$ cat src/rtl/game_mem_arbiter_pkg.sv
// Shared types and constants for the game memory arbiter.
package game_mem_arbiter_pkg;

    localparam int ADDR_WIDTH_DEF = 4;
    localparam int DATA_WIDTH_DEF = 8;
    localparam int ENTRIES_DEF    = 16;
    localparam int NUM_REQ        = 3;

    typedef logic [1:0]         req_idx_t;
    typedef logic [NUM_REQ-1:0] req_vec_t;

    // Requester indices; round-robin order follows increasing index.
    localparam req_idx_t REQ_KB = 2'd0;
    localparam req_idx_t REQ_GL = 2'd1;
    localparam req_idx_t REQ_DP = 2'd2;

    typedef enum logic {
        ARB,
        CLEAR
    } state_e;

    // Index of the set bit in a one-hot requester vector.
    function automatic req_idx_t onehot_to_idx(input req_vec_t v);
        req_idx_t idx;
        idx = REQ_KB;
        if (v[REQ_GL]) idx = REQ_GL;
        if (v[REQ_DP]) idx = REQ_DP;
        return idx;
    endfunction

endpackage

$ cat src/rtl/game_mem_arbiter_rr_pick.sv
// Combinational 3-way round-robin picker: the search starts just after the
// last granted requester and wraps kb -> gl -> dp -> kb.
module game_mem_arbiter_rr_pick
    import game_mem_arbiter_pkg::*;
(
    input  req_vec_t elig,
    input  req_idx_t last,
    output req_vec_t win,
    output logic     valid
);

    req_idx_t first_idx;
    req_idx_t second_idx;
    req_idx_t third_idx;

    // Rotate the search order so the last winner is checked last.
    always_comb begin
        case (last)
            REQ_KB: begin
                first_idx  = REQ_GL;
                second_idx = REQ_DP;
                third_idx  = REQ_KB;
            end
            REQ_GL: begin
                first_idx  = REQ_DP;
                second_idx = REQ_KB;
                third_idx  = REQ_GL;
            end
            default: begin
                first_idx  = REQ_KB;
                second_idx = REQ_GL;
                third_idx  = REQ_DP;
            end
        endcase
    end

    // Grant the first eligible requester in rotated order.
    always_comb begin
        // NOTE: every output gets a default first, so no path leaves it unassigned and no latch is inferred.
        win   = '0;
        valid = 1'b1;
        if (elig[first_idx])       win[first_idx]  = 1'b1;
        else if (elig[second_idx]) win[second_idx] = 1'b1;
        else if (elig[third_idx])  win[third_idx]  = 1'b1;
        else                       valid = 1'b0;
    end

endmodule

$ cat src/rtl/game_mem_arbiter.sv
// Shares the single-port game memory between keyboard, game logic and the
// display scanner; also runs the memory clear sweep.
module game_mem_arbiter
    import game_mem_arbiter_pkg::*;
#(
    parameter int ADDR_WIDTH = ADDR_WIDTH_DEF,
    parameter int DATA_WIDTH = DATA_WIDTH_DEF,
    parameter int ENTRIES    = ENTRIES_DEF
) (
    input  logic                  clk,
    input  logic                  rst,
    input  logic                  start_game,
    input  logic                  clear_req,
    output logic                  clear_done,
    input  logic                  kb_req,
    input  logic [ADDR_WIDTH-1:0] kb_addr,
    input  logic [DATA_WIDTH-1:0] kb_wdata,
    output logic                  kb_gnt,
    output logic                  kb_nack,
    input  logic                  gl_req,
    input  logic                  gl_we,
    input  logic                  gl_lock,
    input  logic [ADDR_WIDTH-1:0] gl_addr,
    input  logic [DATA_WIDTH-1:0] gl_wdata,
    output logic                  gl_gnt,
    output logic                  gl_rvalid,
    input  logic                  dp_req,
    input  logic [ADDR_WIDTH-1:0] dp_addr,
    output logic                  dp_gnt,
    output logic                  dp_rvalid,
    output logic [DATA_WIDTH-1:0] rdata,
    output logic [ADDR_WIDTH-1:0] mem_addr,
    output logic                  mem_we,
    output logic [DATA_WIDTH-1:0] mem_wdata,
    input  logic [DATA_WIDTH-1:0] mem_rdata
);

    // One extra bit so the sweep counter can reach ENTRIES itself.
    localparam int CNT_W = ADDR_WIDTH + 1;

    state_e                state_q,     state_d;
    req_idx_t              ptr_q,       ptr_d;
    logic [CNT_W-1:0]      cnt_q,       cnt_d;
    req_vec_t              gnt_q,       gnt_d;
    logic                  nack_q,      nack_d;
    logic                  done_q,      done_d;
    logic                  gl_rvalid_q, gl_rvalid_d;
    logic                  dp_rvalid_q, dp_rvalid_d;
    logic                  mem_we_q,    mem_we_d;
    logic [ADDR_WIDTH-1:0] mem_addr_q,  mem_addr_d;
    logic [DATA_WIDTH-1:0] mem_wdata_q, mem_wdata_d;

    req_vec_t elig;
    req_vec_t pick_win;
    logic     pick_valid;
    req_idx_t win_idx;

    // A lock hides everyone but game logic; keyboard is shut out once the game starts.
    assign elig[REQ_KB] = kb_req & ~start_game & ~gl_lock;
    assign elig[REQ_GL] = gl_req;
    assign elig[REQ_DP] = dp_req & ~gl_lock;

    game_mem_arbiter_rr_pick u_pick (
        .elig  (elig),
        .last  (ptr_q),
        .win   (pick_win),
        .valid (pick_valid)
    );

    assign win_idx = onehot_to_idx(pick_win);

    // Next-state logic for the ARB/CLEAR FSM, command registers and read-valid stage.
    always_comb begin
        state_d     = state_q;
        ptr_d       = ptr_q;
        cnt_d       = cnt_q;
        gnt_d       = '0;
        nack_d      = 1'b0;
        done_d      = 1'b0;
        mem_we_d    = 1'b0;
        mem_addr_d  = mem_addr_q;
        mem_wdata_d = mem_wdata_q;
        // Read data returns one cycle after the read command; the grant tags its owner.
        gl_rvalid_d = gnt_q[REQ_GL] & ~mem_we_q;
        dp_rvalid_d = gnt_q[REQ_DP] & ~mem_we_q;

        case (state_q)
            ARB: begin
                if (clear_req) begin
                    // Clear outranks every request, lock included; address 0 goes out now.
                    state_d     = CLEAR;
                    mem_we_d    = 1'b1;
                    mem_addr_d  = '0;
                    mem_wdata_d = '0;
                    cnt_d       = CNT_W'(1);
                end else begin
                    nack_d = kb_req & start_game;
                    if (pick_valid) begin
                        gnt_d = pick_win;
                        ptr_d = win_idx;
                        case (win_idx)
                            REQ_KB: begin
                                mem_we_d    = 1'b1;
                                mem_addr_d  = kb_addr;
                                mem_wdata_d = kb_wdata;
                            end
                            REQ_GL: begin
                                mem_we_d    = gl_we;
                                mem_addr_d  = gl_addr;
                                mem_wdata_d = gl_wdata;
                            end
                            default: begin
                                mem_addr_d  = dp_addr;
                            end
                        endcase
                    end
                end
            end
            default: begin
                if (cnt_q == CNT_W'(ENTRIES)) begin
                    state_d = ARB;
                    done_d  = 1'b1;
                end else begin
                    mem_we_d    = 1'b1;
                    mem_addr_d  = cnt_q[ADDR_WIDTH-1:0];
                    mem_wdata_d = '0;
                    cnt_d       = cnt_q + CNT_W'(1);
                end
            end
        endcase
    end

    // State and output registers; reset drops any pending rvalid and partial clear.
    always_ff @(posedge clk or posedge rst) begin
        if (rst) begin
            state_q     <= ARB;
            ptr_q       <= REQ_DP;
            cnt_q       <= '0;
            gnt_q       <= '0;
            nack_q      <= 1'b0;
            done_q      <= 1'b0;
            gl_rvalid_q <= 1'b0;
            dp_rvalid_q <= 1'b0;
            mem_we_q    <= 1'b0;
            mem_addr_q  <= '0;
            mem_wdata_q <= '0;
        end else begin
            // NOTE: non-blocking assignments so every flop updates from pre-edge values.
            state_q     <= state_d;
            ptr_q       <= ptr_d;
            cnt_q       <= cnt_d;
            gnt_q       <= gnt_d;
            nack_q      <= nack_d;
            done_q      <= done_d;
            gl_rvalid_q <= gl_rvalid_d;
            dp_rvalid_q <= dp_rvalid_d;
            mem_we_q    <= mem_we_d;
            mem_addr_q  <= mem_addr_d;
            mem_wdata_q <= mem_wdata_d;
        end
    end

    assign kb_gnt     = gnt_q[REQ_KB];
    assign gl_gnt     = gnt_q[REQ_GL];
    assign dp_gnt     = gnt_q[REQ_DP];
    assign kb_nack    = nack_q;
    assign gl_rvalid  = gl_rvalid_q;
    assign dp_rvalid  = dp_rvalid_q;
    assign clear_done = done_q;
    assign mem_we     = mem_we_q;
    assign mem_addr   = mem_addr_q;
    assign mem_wdata  = mem_wdata_q;
    assign rdata      = mem_rdata;

endmodule
$ cat config.mk
export PLATFORM = sky130hd
export DESIGN_NAME = game_mem_arbiter
export DESIGN_NICKNAME = d
export VERILOG_FILES = /design/src/rtl/game_mem_arbiter_pkg.sv /design/src/rtl/game_mem_arbiter_rr_pick.sv /design/src/rtl/game_mem_arbiter.sv
export SDC_FILE = /design/constraint.sdc
export NUM_CORES = 1
export LEC_CHECK = 0
export ABC_AREA = 1
export CAP_MARGIN = 30
export CORE_UTILIZATION = 30
export DETAILED_ROUTE_END_ITERATION = 10
export GPL_ROUTABILITY_DRIVEN = 1
export GPL_TIMING_DRIVEN = 0
export PLACE_DENSITY_LB_ADDON = 0.15
export RECOVER_POWER = 100
export REMOVE_ABC_BUFFERS = 1
export SLEW_MARGIN = 10
export SYNTH_ARGS = -nofsm -noshare
export SYNTH_HDL_FRONTEND = slang
export SYNTH_SLANG_ARGS = --single-unit
$ cat constraint.sdc
create_clock -name clk -period 2.3 [get_ports clk]
set_input_delay 0.69 -clock clk [delete_from_list [all_inputs] [get_ports clk]]
set_output_delay 0.69 -clock clk [all_outputs]
set_load 0.005 [all_outputs]
==> results of run 1 <==
worst register-to-register path, delay by kind of cell (launching register included):
kind,cells,cell delay (ns)
AND/OR/NAND/NOR,6,0.94
flip-flops,1,0.40
adder cells (fa/ha/maj),1,0.20
buffers and inverters,2,0.19
AO/OA/AOI/OAI,1,0.08
logic make-up after synthesis:
logic type / synth area share, %
buf+inv: 11.6
fa+ha+maj: 1.49
compound gates: 11.4
simple gates: 33.1
xor+xnor: 0.523
flops: 41.9
synthesized netlist by cell type, types with 2 or more instances:
cell type	count	area share, %
sky130_fd_sc_hd__o21ai_0	7	2.1
sky130_fd_sc_hd__nor2_1	30	6.7
sky130_fd_sc_hd__o21ai_1	8	2.4
sky130_fd_sc_hd__nand4_1	2	0.75
sky130_fd_sc_hd__nand3_2	5	3.0
sky130_fd_sc_hd__inv_1	23	5.2
sky130_fd_sc_hd__buf_2	2	0.60
sky130_fd_sc_hd__nand2_1	46	10
sky130_fd_sc_hd__buf_4	8	3.6
sky130_fd_sc_hd__dfrtp_1	27	40
sky130_fd_sc_hd__a21oi_1	8	2.4
sky130_fd_sc_hd__nand2_2	3	1.1
sky130_fd_sc_hd__nand3_1	11	3.3
sky130_fd_sc_hd__inv_2	4	0.90
sky130_fd_sc_hd__ha_1	2	1.5
sky130_fd_sc_hd__nand2_4	3	2.0
sky130_fd_sc_hd__a22oi_1	3	1.3
sky130_fd_sc_hd__or2_0	8	3.0
registers in the layout, summed over array words and instances, names as in the netlist:
signal,flops
mem_wdata,8
cnt_q,5
mem_addr,4
gnt_q,3
ptr_q,2
clear_done,1
dp_rvalid,1
gl_rvalid,1
kb_nack,1
mem_we,1
state_q,1
layout make-up:
| class | count | area, µm² | share of cell area [%] |
|---|---|---|---|
| inverters | 29 | 113 | 4.67 |
| repair buffers | 62 | 614 | 25.5 |
| clock buffers | 4 | 55.1 | 2.28 |
| well taps | 70 | 87.6 | 3.63 |
| multi-input cells | 147 | 838 | 34.8 |
| flip-flops and latches | 28 | 702 | 29.1 |
metal layers:
metal / routed length, µm / global-route usage (%)
met5: 0 / 0
met4: 59 / 5.38
met3: 294 / 4.76
met2: 1810 / 24.3
met1: 1780 / 18.1
timing repair:
item | 4_1_cts | 5_1_grt
setup endpoints to repair | 7 | 11
setup buffers | 1 | 4
pin swaps | 2 | 1
gates resized for setup | 5 | 5
hold endpoints to repair | 0 | 0
gates cloned | 1 | 0
layout by cell type (no fill, tap or decap), types with 2 or more instances in the layout:
| cell type | count |
|---|---|
| sky130_fd_sc_hd__o21ai_0 | 9 |
| sky130_fd_sc_hd__nand3_1 | 10 |
| sky130_fd_sc_hd__nand3_2 | 5 |
| sky130_fd_sc_hd__ha_1 | 2 |
| sky130_fd_sc_hd__dfrtp_1 | 27 |
| sky130_fd_sc_hd__nor2_2 | 2 |
| sky130_fd_sc_hd__inv_1 | 23 |
| sky130_fd_sc_hd__clkdlybuf4s50_1 | 35 |
| sky130_fd_sc_hd__inv_2 | 4 |
| sky130_fd_sc_hd__o21ai_1 | 6 |
| sky130_fd_sc_hd__or2_0 | 8 |
| sky130_fd_sc_hd__buf_4 | 3 |
| sky130_fd_sc_hd__clkbuf_8 | 4 |
| sky130_fd_sc_hd__nand2_2 | 2 |
| sky130_fd_sc_hd__nor2_1 | 28 |
| sky130_fd_sc_hd__a22oi_1 | 3 |
| sky130_fd_sc_hd__nand4_1 | 2 |
| sky130_fd_sc_hd__nand2_4 | 4 |
| sky130_fd_sc_hd__nand2_1 | 45 |
| sky130_fd_sc_hd__a21oi_1 | 7 |
| sky130_fd_sc_hd__nand3_4 | 2 |
| sky130_fd_sc_hd__dlygate4sd3_1 | 21 |
| sky130_fd_sc_hd__a21oi_4 | 2 |
worst min-delay path by stage:
| stage | slack (ns) | cells after the start | to | start |
|---|---|---|---|---|
| final | 0.44 | 1 | gl_rvalid | mem_we |
| after global routing | 0.48 | 1 | gl_rvalid | mem_we |
| after CTS | 0.45 | 1 | gl_rvalid | mem_we |
| after detailed placement | 0.43 | 1 | gl_rvalid | mem_we |
| after global placement | 0.44 | 1 | gl_rvalid | mem_we |
| after floorplan | 0.44 | 1 | dp_rvalid | mem_we |
power breakdown:
| part | internal (W) | switching [W] | total [W] |
|---|---|---|---|
| combinational | 0.000572 | 0.000780 | 0.00135 |
| clock | 0.000153 | 0.000151 | 0.000304 |
| sequential | 0.000622 | 0.000114 | 0.000736 |
per-stage QoR:
stage	area, µm²	hold WS [ns]
5_1_grt	2410	0.480
3_5_place_dp	2270	0.434
3_3_place_gp	2240	0.441
4_1_cts	2380	0.448
2_1_floorplan	1590	0.444
6_report	2410	0.439
==> out/summary.md, run 1 <==
The flow ran to the end, and the final reports show no timing, DRC or antenna violations. Synthesis produced a netlist whose cell count is 214. Area of the die: 0.00589 mm². The floorplan has 26 rows. Counting the fill cells in the layout gives 530. The count of buffers added on input and output ports is 56. The worst min-delay path category is reg2reg. In this run the horizontal extent of the chip is 76.7 µm. From bottom edge to top edge, the die measures 76.7 µm. The via count of the first global-routing pass is 1,571, and the count of max-cap constraint violations is 0.

Among cell families on the critical path, the largest total delay comes from simple AND/OR/NAND/NOR gates. The per-instance average area after synthesis came out at 7.83 µm². Number of cells in the design after placement: 330. The initial DRC count was 86. Following the worst setup path forward leads to its endpoint at mem_wdata[6]. The cell sitting at the root of the clock tree is a sky130_fd_sc_hd__clkbuf_8. Compared with the post-synthesis result, the final layout area differs by 43.8%.

The clock arrives with 0.00274 ns of skew. For this design the top-level I/O count stands at 73. Setup repair after global routing left no endpoint under its margin. After detailed routing, the total wire length is 3.95 mm. The routability-driven placement congestion ratio was 0.808. The sum of overflow across all layers after global routing is 0, and the total stage count of the critical path is 12.

The sequential area share after synthesis is 41.9%. The total area inside the core boundary comes to 0.00524 mm². For this run, the top clock speed supported by timing is 456 MHz. At the worst endpoint, the arrival time is 2.37 ns. For this run, the leading register cell type out of synthesis is sky130_fd_sc_hd__dfrtp_1.

Entering global routing, the biggest net connects 17 pins. The number of endpoints with negative hold slack in the final report was 0; the worst reg-to-reg setup slack was 0.40 ns. In this run the power density over the cells is 993 mW/mm².

The worst reg2reg path depth works out to 10. Capture point of the worst reg-to-reg path: cnt_q[4]. In the routed layout, each cell is associated on average with a via count of 4.40.

The post-layout total power is 0.00239 W. For this run, design rule violations remaining after detail routing come to 0. Yosys printed 0 warnings.

For the initial antenna violation count, the log shows 0. The signal on the critical path passes through clkdlybuf4s50_1 > nor2_1 > nand2_1 > nand2_1 > nand3_4 > clkinv_2 > nand2_4 > nand2_8 > clkbuf_4 > or2_0 > nand2_1 > o21ai_1. Setup violations remaining at the end of the flow were counted as 0.

The pre-antenna-repair detailed-routing pass consisted of 4 iterations. In this design, the stage delay of the slowest critical-path cell is 0.49 ns. Clock-pin slew was measured on the worst setup and hold paths at 0.09 ns. Clock tree synthesis inserted a total of 3 buffers. The number of buffers on the longest clock path came out at 2. In the final design database the tool counted 318 nets. The cell area that synthesis handed to floorplanning was 0.00168 mm².

The wire length of the first global-routing pass is 6.93 mm, and the number of different library cells in the post-synthesis netlist is 32. For the final routed database, the setup TNS stands at 0 ns. The kind of start point of the critical path is an input port. The wire-length estimate of the detail-placed layout is 3.00 mm. For the worst-skew pair, the clock arrives at the later sink with an insertion delay of 0.28 ns. The tools report the number of H-tree levels as 1. After detailed routing, the average wire length per cell comes to 11.6 µm. The starting density of the core was 32.0%; the antenna cell count was 0. The clock net in this run drives a total of 28 sinks. The clock period could shrink to 2.19 ns.

STA classifies the critical path endpoint as a flop. The startpoint of the worst-slack reg-to-reg timing path was cnt_q[0]. Along the worst path, the maximum fanout reaches 13. Prior to clock tree synthesis, the placed netlist has a worst setup slack of -0.344 ns. The run gives 0.311 mV as the peak supply drop. For the number of nets with antenna violations after detailed routing, the log shows 0. For this block, the via count after detailed routing is 1,496. By instance count, the cell type seen most on the critical path is sky130_fd_sc_hd__nand2_1.

For the non-filler instance count after layout, the log shows 340. TritonCTS built the clock tree. On the critical path, the stage with the largest delay is an instance of sky130_fd_sc_hd__clkdlybuf4s50_1. For the overall fraction of global-route tracks in use, the log shows 14.8%. For this design, the CTS-stage hold fixing added 0 buffers. The max-slew violation total from the final report is 0. In this run the worst setup path begins at gl_lock.

In the final layout, the share of cells above drive strength 1 is 14.1%. The critical path buffer and inverter count was 3. The count of flip-flops with a built-in enable after synthesis is 0.

The required time of the worst setup path was 2.47 ns; the share of the core filled with cells in the final layout was 46.0%. After synthesis, the share of flip-flops with an asynchronous set or reset is 100%. Summed over all cells, the static leakage comes to 1.11 nW. Part of the cycle the worst path needs: 95.4%. The minimum setup slack in the final design was 0.105 ns; the number of register bits inferred by synthesis was 28.

The worst setup path is of the in2reg kind. Headroom to the max-slew limit came out at 46.8%. The slew at the pin closest to its max-slew limit was 0.798 ns.
Power figures use the tool's default switching activity.
==> inputs of run 2 (changes only) <==
--- a/config.mk
+++ b/config.mk
@@ -7,7 +7,9 @@
 export LEC_CHECK = 0
 export ABC_AREA = 1
 export CAP_MARGIN = 30
+export CORE_ASPECT_RATIO = 1.2
 export CORE_UTILIZATION = 30
+export CTS_CLUSTER_SIZE = 16
 export DETAILED_ROUTE_END_ITERATION = 10
 export GPL_ROUTABILITY_DRIVEN = 1
 export GPL_TIMING_DRIVEN = 0
==> run 2 against run 1 <==
Sequential cell count unchanged. Combinational power increased by 7%. Sequential share of layout area decreased by 0.53 points. Worst hold slack improved by 0.0074 ns. Register-to-register slack about the same. Clock-buffer cell count unchanged. Sequential power about the same. Die area about the same. Via count increased by 3.5%.
==> out/summary.md, run 2 (synthesis results as in run 1) <==
The peak supply drop came out at 0.344 mV. The sequential fraction of design power was 29.4%. The post-route DRC violation count is 0.

The top cell types in the final layout, fill and taps aside, are 44 x sky130_fd_sc_hd__nand2_1, 34 x sky130_fd_sc_hd__clkdlybuf4s50_1, 28 x sky130_fd_sc_hd__nor2_1. The critical path start-end classification is in2reg. Worst min-delay path category: reg2reg. The initial DRC count came out at 38. Cells with a size suffix above 1 make up 15.0% of the layout. In the final routing, the length of wire on met1 measures 1.79 mm. For this run, the top clock speed supported by timing is 454 MHz. The filler cells instantiated in the layout total 552. Once placement finished, the instance area stood at 0.00226 mm². The tools report the via count of the first global-routing pass as 1,562. In this run the remaining antenna-violating nets after routing total 0.

The kind of end point of the critical path was a flop. In this run the core area contains 29 standard-cell rows. The family with the most delay on the worst path was simple AND/OR/NAND/NOR gates. The top routing layer in use was met4.

TritonCTS built the clock tree. For the total vias in the final route, the log shows 1,548. Setup violations remaining at the end of the flow were counted as 0. Dividing the detail-routed wire length by the instance count gives 12.2 µm. Number of buffers added to fix hold violations after cts: 0.

The number of antenna diodes in the final layout is 0. The commonest non-fill, non-tap cell in the layout is sky130_fd_sc_hd__nand2_1. The critical path's slowest cell is sky130_fd_sc_hd__clkdlybuf4s50_1. Vertical die dimension: 83.9 µm. For this block, the routed nets add up to 4.09 mm of wire. The routed design could run at a clock period as short as 2.20 ns.

The number of cells in the design after placement was 322; the non-filler instance count after layout was 335. The die outline width was 70.2 µm. The flow ran to the end, and the final reports show no timing, DRC or antenna violations. Together, buffers and inverters on the worst path number 2.

The final layout contains 321 nets. Of the total power, the share spent switching nets is 42.0%. For the number of clock buffers inserted by TritonCTS, the log shows 3. Routability-driven placement finished with a final weighted congestion of 0.876. In the finished design, the share of the clock period the worst path needs comes to 95.8%. The analysis attributes to net switching a power of 0.00105 W.

The delay of the slowest critical-path stage is 0.52 ns. The total leakage power is 1.17 nW, and the flip-flop count of the largest register, all copies and words added is 8. For the sum of met2 wire segment lengths after detailed routing, the log shows 1.96 mm.

Entering global routing, the biggest net connects 19 pins. At the worst endpoint, the required time is 2.47 ns. Wire length of the first global-routing pass: 7.04 mm. The tree built by TritonCTS fans out to 28 sinks.

Clock skew on the completed layout was measured at 0.00441 ns. For this design the top-level I/O count stands at 73. The clock-pin slew reported for the worst setup and hold paths after clock tree synthesis is 0.10 ns, and the starting density of the core is 31.4%. The number of buffers on the longest clock path came out at 2. The maximum fanout along the worst path works out to 9. The clock latency of the later-clocked register in the worst-skew pair was 0.28 ns; the share of the core filled with cells in the final layout was 46.0%. The run gives 0 as the initial antenna violation count. The combined area of the multi-input logic cells is 815 µm², and the arrival time at the worst endpoint is 2.38 ns. The sequential cell area was 702 µm².

Hold is met by 0.447 ns. The area growth from synthesis to layout was 46.5%; the number of endpoints with negative hold slack in the final report was 0. The core region is 0.00533 mm². Overall fraction of global-route tracks in use: 14.9%. The signal on the critical path passes through clkdlybuf4s50_1 > nand2_4 > a21oi_2 > nand3_1 > nand3_4 > nand2_8 > buf_12 > or2_0 > o211ai_1 > nand2_1. Per report_power, the combinational group accounts for 58.0% of the total.

The clock network power share is 12.6%, and the detail-routed via count per cell is 4.62. The tools report the max-slew headroom at the worst pin as 43.7%. The tools report the number of H-tree levels as 1. The post-route cell area was 0.00245 mm²; the slew at the pin closest to its max-slew limit was 0.842 ns.

The internal power is 0.00145 W, and the count of buffers from port buffering is 56. The count of max-cap constraint violations is 0. The floorplan step defined a die boundary enclosing 0.00589 mm².

Detailed route wirelength on metal3: 298 µm. The master cell of the clock root buffer was sky130_fd_sc_hd__clkbuf_8. The half-perimeter wire length after placement is 3.17 mm, and the aggregate negative setup slack is 0 ns.

In this run the power density over the cells is 1020 mW/mm². The number of search-and-repair iterations in the first detailed-routing pass was 4. After global routing the overflow that remains totals 0. The worst setup path is launched from an input port. Max-slew violation total from the final report: 0.
run 2: final timing paths:
kind	cells after the start	endpoint	slack (ns)	start
max	10	mem_wdata[0]	0.1	dp_req
min	1	dp_rvalid	0.45	mem_we
max reg2reg	11	mem_wdata[6]	0.39	ptr_q[1]
min reg2reg	1	dp_rvalid	0.45	mem_we
max in group asynchronous	3	mem_wdata[5]	0.35	rst
min in group asynchronous	2	cnt_q[4]	0.83	rst
run 2: cell type report:
cell class	instances	area share, %
Tap cell	62	3.16
Clock buffer	4	2.24
Sequential cell	28	28.6
Inverter	29	4.59
Timing Repair Buffer	66	28.2
Multi-Input combinational cell	146	33.2
run 2: routing by layer:
layer  GRT usage (%)  vias up
met5               0        -
met4            4.91        0
li1                -      782
met1            18.9      700
met3            4.35        4
met2            24.0       62
run 2: timing repair:
item	4_1_cts	5_1_grt
pin swaps	2	4
buffers inserted	3	6
resized for setup	2	7
endpoints found under the setup margin	7	13
run 2: through the flow:
| stage | worst slack, ns | power (W) |
|---|---|---|
| CTS | 0.0316 | 0.00232 |
| finish | 0.0955 | 0.00250 |
| floorplan | 0.425 | 0.00156 |
| global placement | -0.310 | 0.00193 |
| detailed placement | -0.334 | 0.00195 |
| global route | -0.00601 | 0.00272 |
run 2: worst register-to-register path, cell delays in order, from the launching register on:
cell and delay, ns:
sky130_fd_sc_hd__dfstp_2 0.60, sky130_fd_sc_hd__nor2_1 0.10, sky130_fd_sc_hd__inv_1 0.17, sky130_fd_sc_hd__nor2_1 0.08, sky130_fd_sc_hd__nor3_2 0.10, sky130_fd_sc_hd__nand3_1 0.12
sky130_fd_sc_hd__nand2_2 0.17, sky130_fd_sc_hd__inv_2 0.07, sky130_fd_sc_hd__a21oi_4 0.18, sky130_fd_sc_hd__buf_12 0.14, sky130_fd_sc_hd__nand2_1 0.05, sky130_fd_sc_hd__o21ai_1 0.06
run 2: power groups by stage:
stage	logic [W]	registers [W]	clock network [W]
floorplan	0.000828	0.000728	0
global placement	0.00119	0.000749	0
detailed placement	0.00120	0.000749	0
CTS	0.00126	0.000740	0.000324
global route	0.00163	0.000756	0.000338
finish	0.00145	0.000737	0.000315
==> inputs of run 3 (changes only) <==
--- a/config.mk
+++ b/config.mk
@@ -11,6 +11,7 @@
 export CORE_UTILIZATION = 30
 export CTS_CLUSTER_SIZE = 16
 export DETAILED_ROUTE_END_ITERATION = 10
+export DONT_BUFFER_PORTS = 1
 export GPL_ROUTABILITY_DRIVEN = 1
 export GPL_TIMING_DRIVEN = 0
 export PLACE_DENSITY_LB_ADDON = 0.15
==> run 3 against run 2 <==
First-iteration DRC count increased to 2.6 times the previous value. Routed wire length down 6.0%. Combinational power shrank 31%. Highest routed layer unchanged. Largest cell class unchanged. Total power decreased by 18%. Global-route usage is 0.83 points lower. Core utilization fell by 14 points. Final cell count is 19% lower. Sequential power rose by 2%. Non-clock buffer count decreased by 65.
==> out/summary.md, run 3 (synthesis results as in run 1) <==
The run gives 0 as the max-slew violation total from the final report. The flow ran to the end, and the final reports show no timing, DRC or antenna violations. In the layout the commonest cells are 46 x sky130_fd_sc_hd__nand2_1, 29 x sky130_fd_sc_hd__nor2_1, 27 x sky130_fd_sc_hd__dfrtp_1. TritonCTS built the clock tree.

The clock latency of the later-clocked register in the worst-skew pair came out at 0.28 ns. The via count of the first global-routing pass came out at 1,351. The number of buffers and inverters on the critical path is 2. The tools report the kind of end point of the critical path as a flop. The tools report the kind of start point of the critical path as a flop. Setup slack after placement: 0.163 ns. Row generation in the floorplan step produced 29 rows. The wire length of the first global-routing pass is 6.60 mm, and the worst reg2reg path depth is 10. Setup slack on the worst reg-to-reg path comes out at 0.30 ns.

In this run the horizontal extent of the chip is 70.2 µm. The critical path goes through nor2_1 > inv_1 > nor2_1 > nor3_2 > nand3_1 > nand2_2 > inv_1 > a21oi_4 > nand2_1 > o21ai_1. Total vias in the final route: 1,322. Across all hold checks on the routed design, the worst slack comes to 0.303 ns.

The area of the die is 0.00589 mm², and the number of buffers added to fix hold violations after cts is 0. Summed over all nets, the half-perimeter wirelength after detailed placement is 3.00 mm. For the minimum setup slack in the final design, the log shows 0.295 ns. Grouping stages by cell kind, the critical path spends the most delay in flip-flops.

The startpoint of the worst-slack reg-to-reg timing path was ptr_q[1]. In the routed design, unresolved DRC markers number 0. The count of buffers from port buffering was 0. In this design, the stage delay of the slowest critical-path cell is 0.65 ns. The tools report the number of search-and-repair iterations in the first detailed-routing pass as 4. Number of H-tree levels: 1.

Cells with a size suffix above 1 make up 12.5% of the layout. After clock tree synthesis, the clock-pin slew on the worst setup and hold paths is 0.10 ns. After detailed routing, the number of vias per cell comes to 4.90. The aggregate negative setup slack was 0 ns; the required time of the worst setup path was 2.52 ns.

The tools report the total leakage power as 0.814 nW. The critical path's slowest cell was sky130_fd_sc_hd__dfstp_1. The share of the core filled with cells in the final layout came out at 32.5%. In this run the worst path has a maximum fanout of 9.

The root buffer cell chosen for the clock tree is sky130_fd_sc_hd__clkbuf_8. The setup path with the least slack is of type reg2reg. The number of nets in the finished design came out at 256. STA puts the critical path data arrival time at 2.22 ns.

After layout, the design draws a total of 0.00206 W. Entering global routing, the biggest net connects 18 pins. Fill cells in the final layout number 575.

The register with the most flip-flops in the layout has 8 of them. In the final layout, the multi-input gates occupy 782 µm². Derived from the worst setup path, the maximum achievable clock frequency is 499 MHz.

The sum of overflow across all layers after global routing was 0. The routed design has 3.85 mm of wire. The initial antenna violation count was 0. The total power density per cell area works out to 1190 mW/mm².

The worst min-delay path category is in2async. The capture point of the worst reg-to-reg path is mem_wdata[2]. The part of the cycle the worst path needs was 87.2%; the per-cell routed wire length was 14.2 µm. Global routing consumed, over all layers together, 14.0% of the routing resources.

The tree built by TritonCTS fans out to 28 sinks. The library cell used most frequently in the layout, excluding fill and tap cells, is sky130_fd_sc_hd__nand2_1. Setup repair after global routing left no endpoint under its margin. For the final count of negative-setup-slack endpoints, the log shows 0.

The slew at the pin closest to its max-slew limit is 0.944 ns. The tools report the antenna cell count as 0. The area growth from synthesis to layout was 3.44%. The floorplan step defined a core boundary enclosing 0.00533 mm².

The longest clock path from root to sink contains 2 buffers. Across the run, the number of max-cap violations was 0. The peak supply drop was 0.386 mV; the vertical die dimension was 83.9 µm. The top-level I/O count was 73; the routability-driven placement congestion ratio was 0.822. The tools report the worst clock skew as 0.00620 ns. The starting density of the core is 31.4%, and the max-slew headroom at the worst pin is 37.1%. The number of nets with antenna violations after detailed routing is 0. The number of endpoints with negative hold slack in the final report is 0, and the sequential cell area is 702 µm². The run gives 98 as the initial DRC count. Number of clock buffers inserted by TritonCTS: 3. The post-layout minimum cycle time came out at 2.00 ns.
-- run 3: changes by cell type in the layout (fill, tap and decap cells not counted), sizes merged --
cell / change
buf: -9
clkbuf: +1
clkdlybuf4s50: -34
dlygate4sd3: -21
dlymetal6s2s: -2
-- run 3: worst max-delay path by stage --
stage / start / slack (ns) / to / cells past startpoint
final: ptr_q[1] / 0.30 / mem_wdata[2] / 10
after global routing: ptr_q[1] / 0.10 / mem_wdata[7] / 8
after CTS: cnt_q[0] / 0.27 / cnt_q[4] / 10
after detailed placement: gl_lock / 0.16 / mem_wdata[0] / 9
after global placement: gl_lock / 0.17 / mem_wdata[3] / 9
after floorplan: gl_lock / 0.42 / mem_wdata[0] / 9
-- run 3: layer usage --
metal  global-route usage, %  wire [µm]  part of all wire (%)
met4                    4.36         45                   1.2
met3                    5.92        427                    11
met2                    21.5       1710                    44
met1                    17.8       1660                    43
met5                       0          0                     0
-- run 3: timing repair --
action	CTS	global route
setup endpoints to repair	0	1
resized for setup	0	1
setup buffers	0	0
-- run 3: power breakdown --
part           internal, W  switching, W  leakage [nW]
Clock             0.000154      0.000160        0.0288
Combinational     0.000335      0.000661         0.430
Sequential        0.000621      0.000132         0.355
-- run 3: final cells by class --
class	instances	share of cell area (%)
Multi-Input combinational cell	146	45.1
Sequential cell	28	40.5
Inverter	29	6.50
Tap cell	62	4.48
Clock buffer	4	3.18
Timing Repair Buffer	1	0.217
-- run 3: through the flow --
stage               cell area [µm²]  instances
global route                   1730        270
finish                         1730        270
floorplan                      1590        203
CTS                            1750        270
detailed placement             1700        266
global placement               1670        265
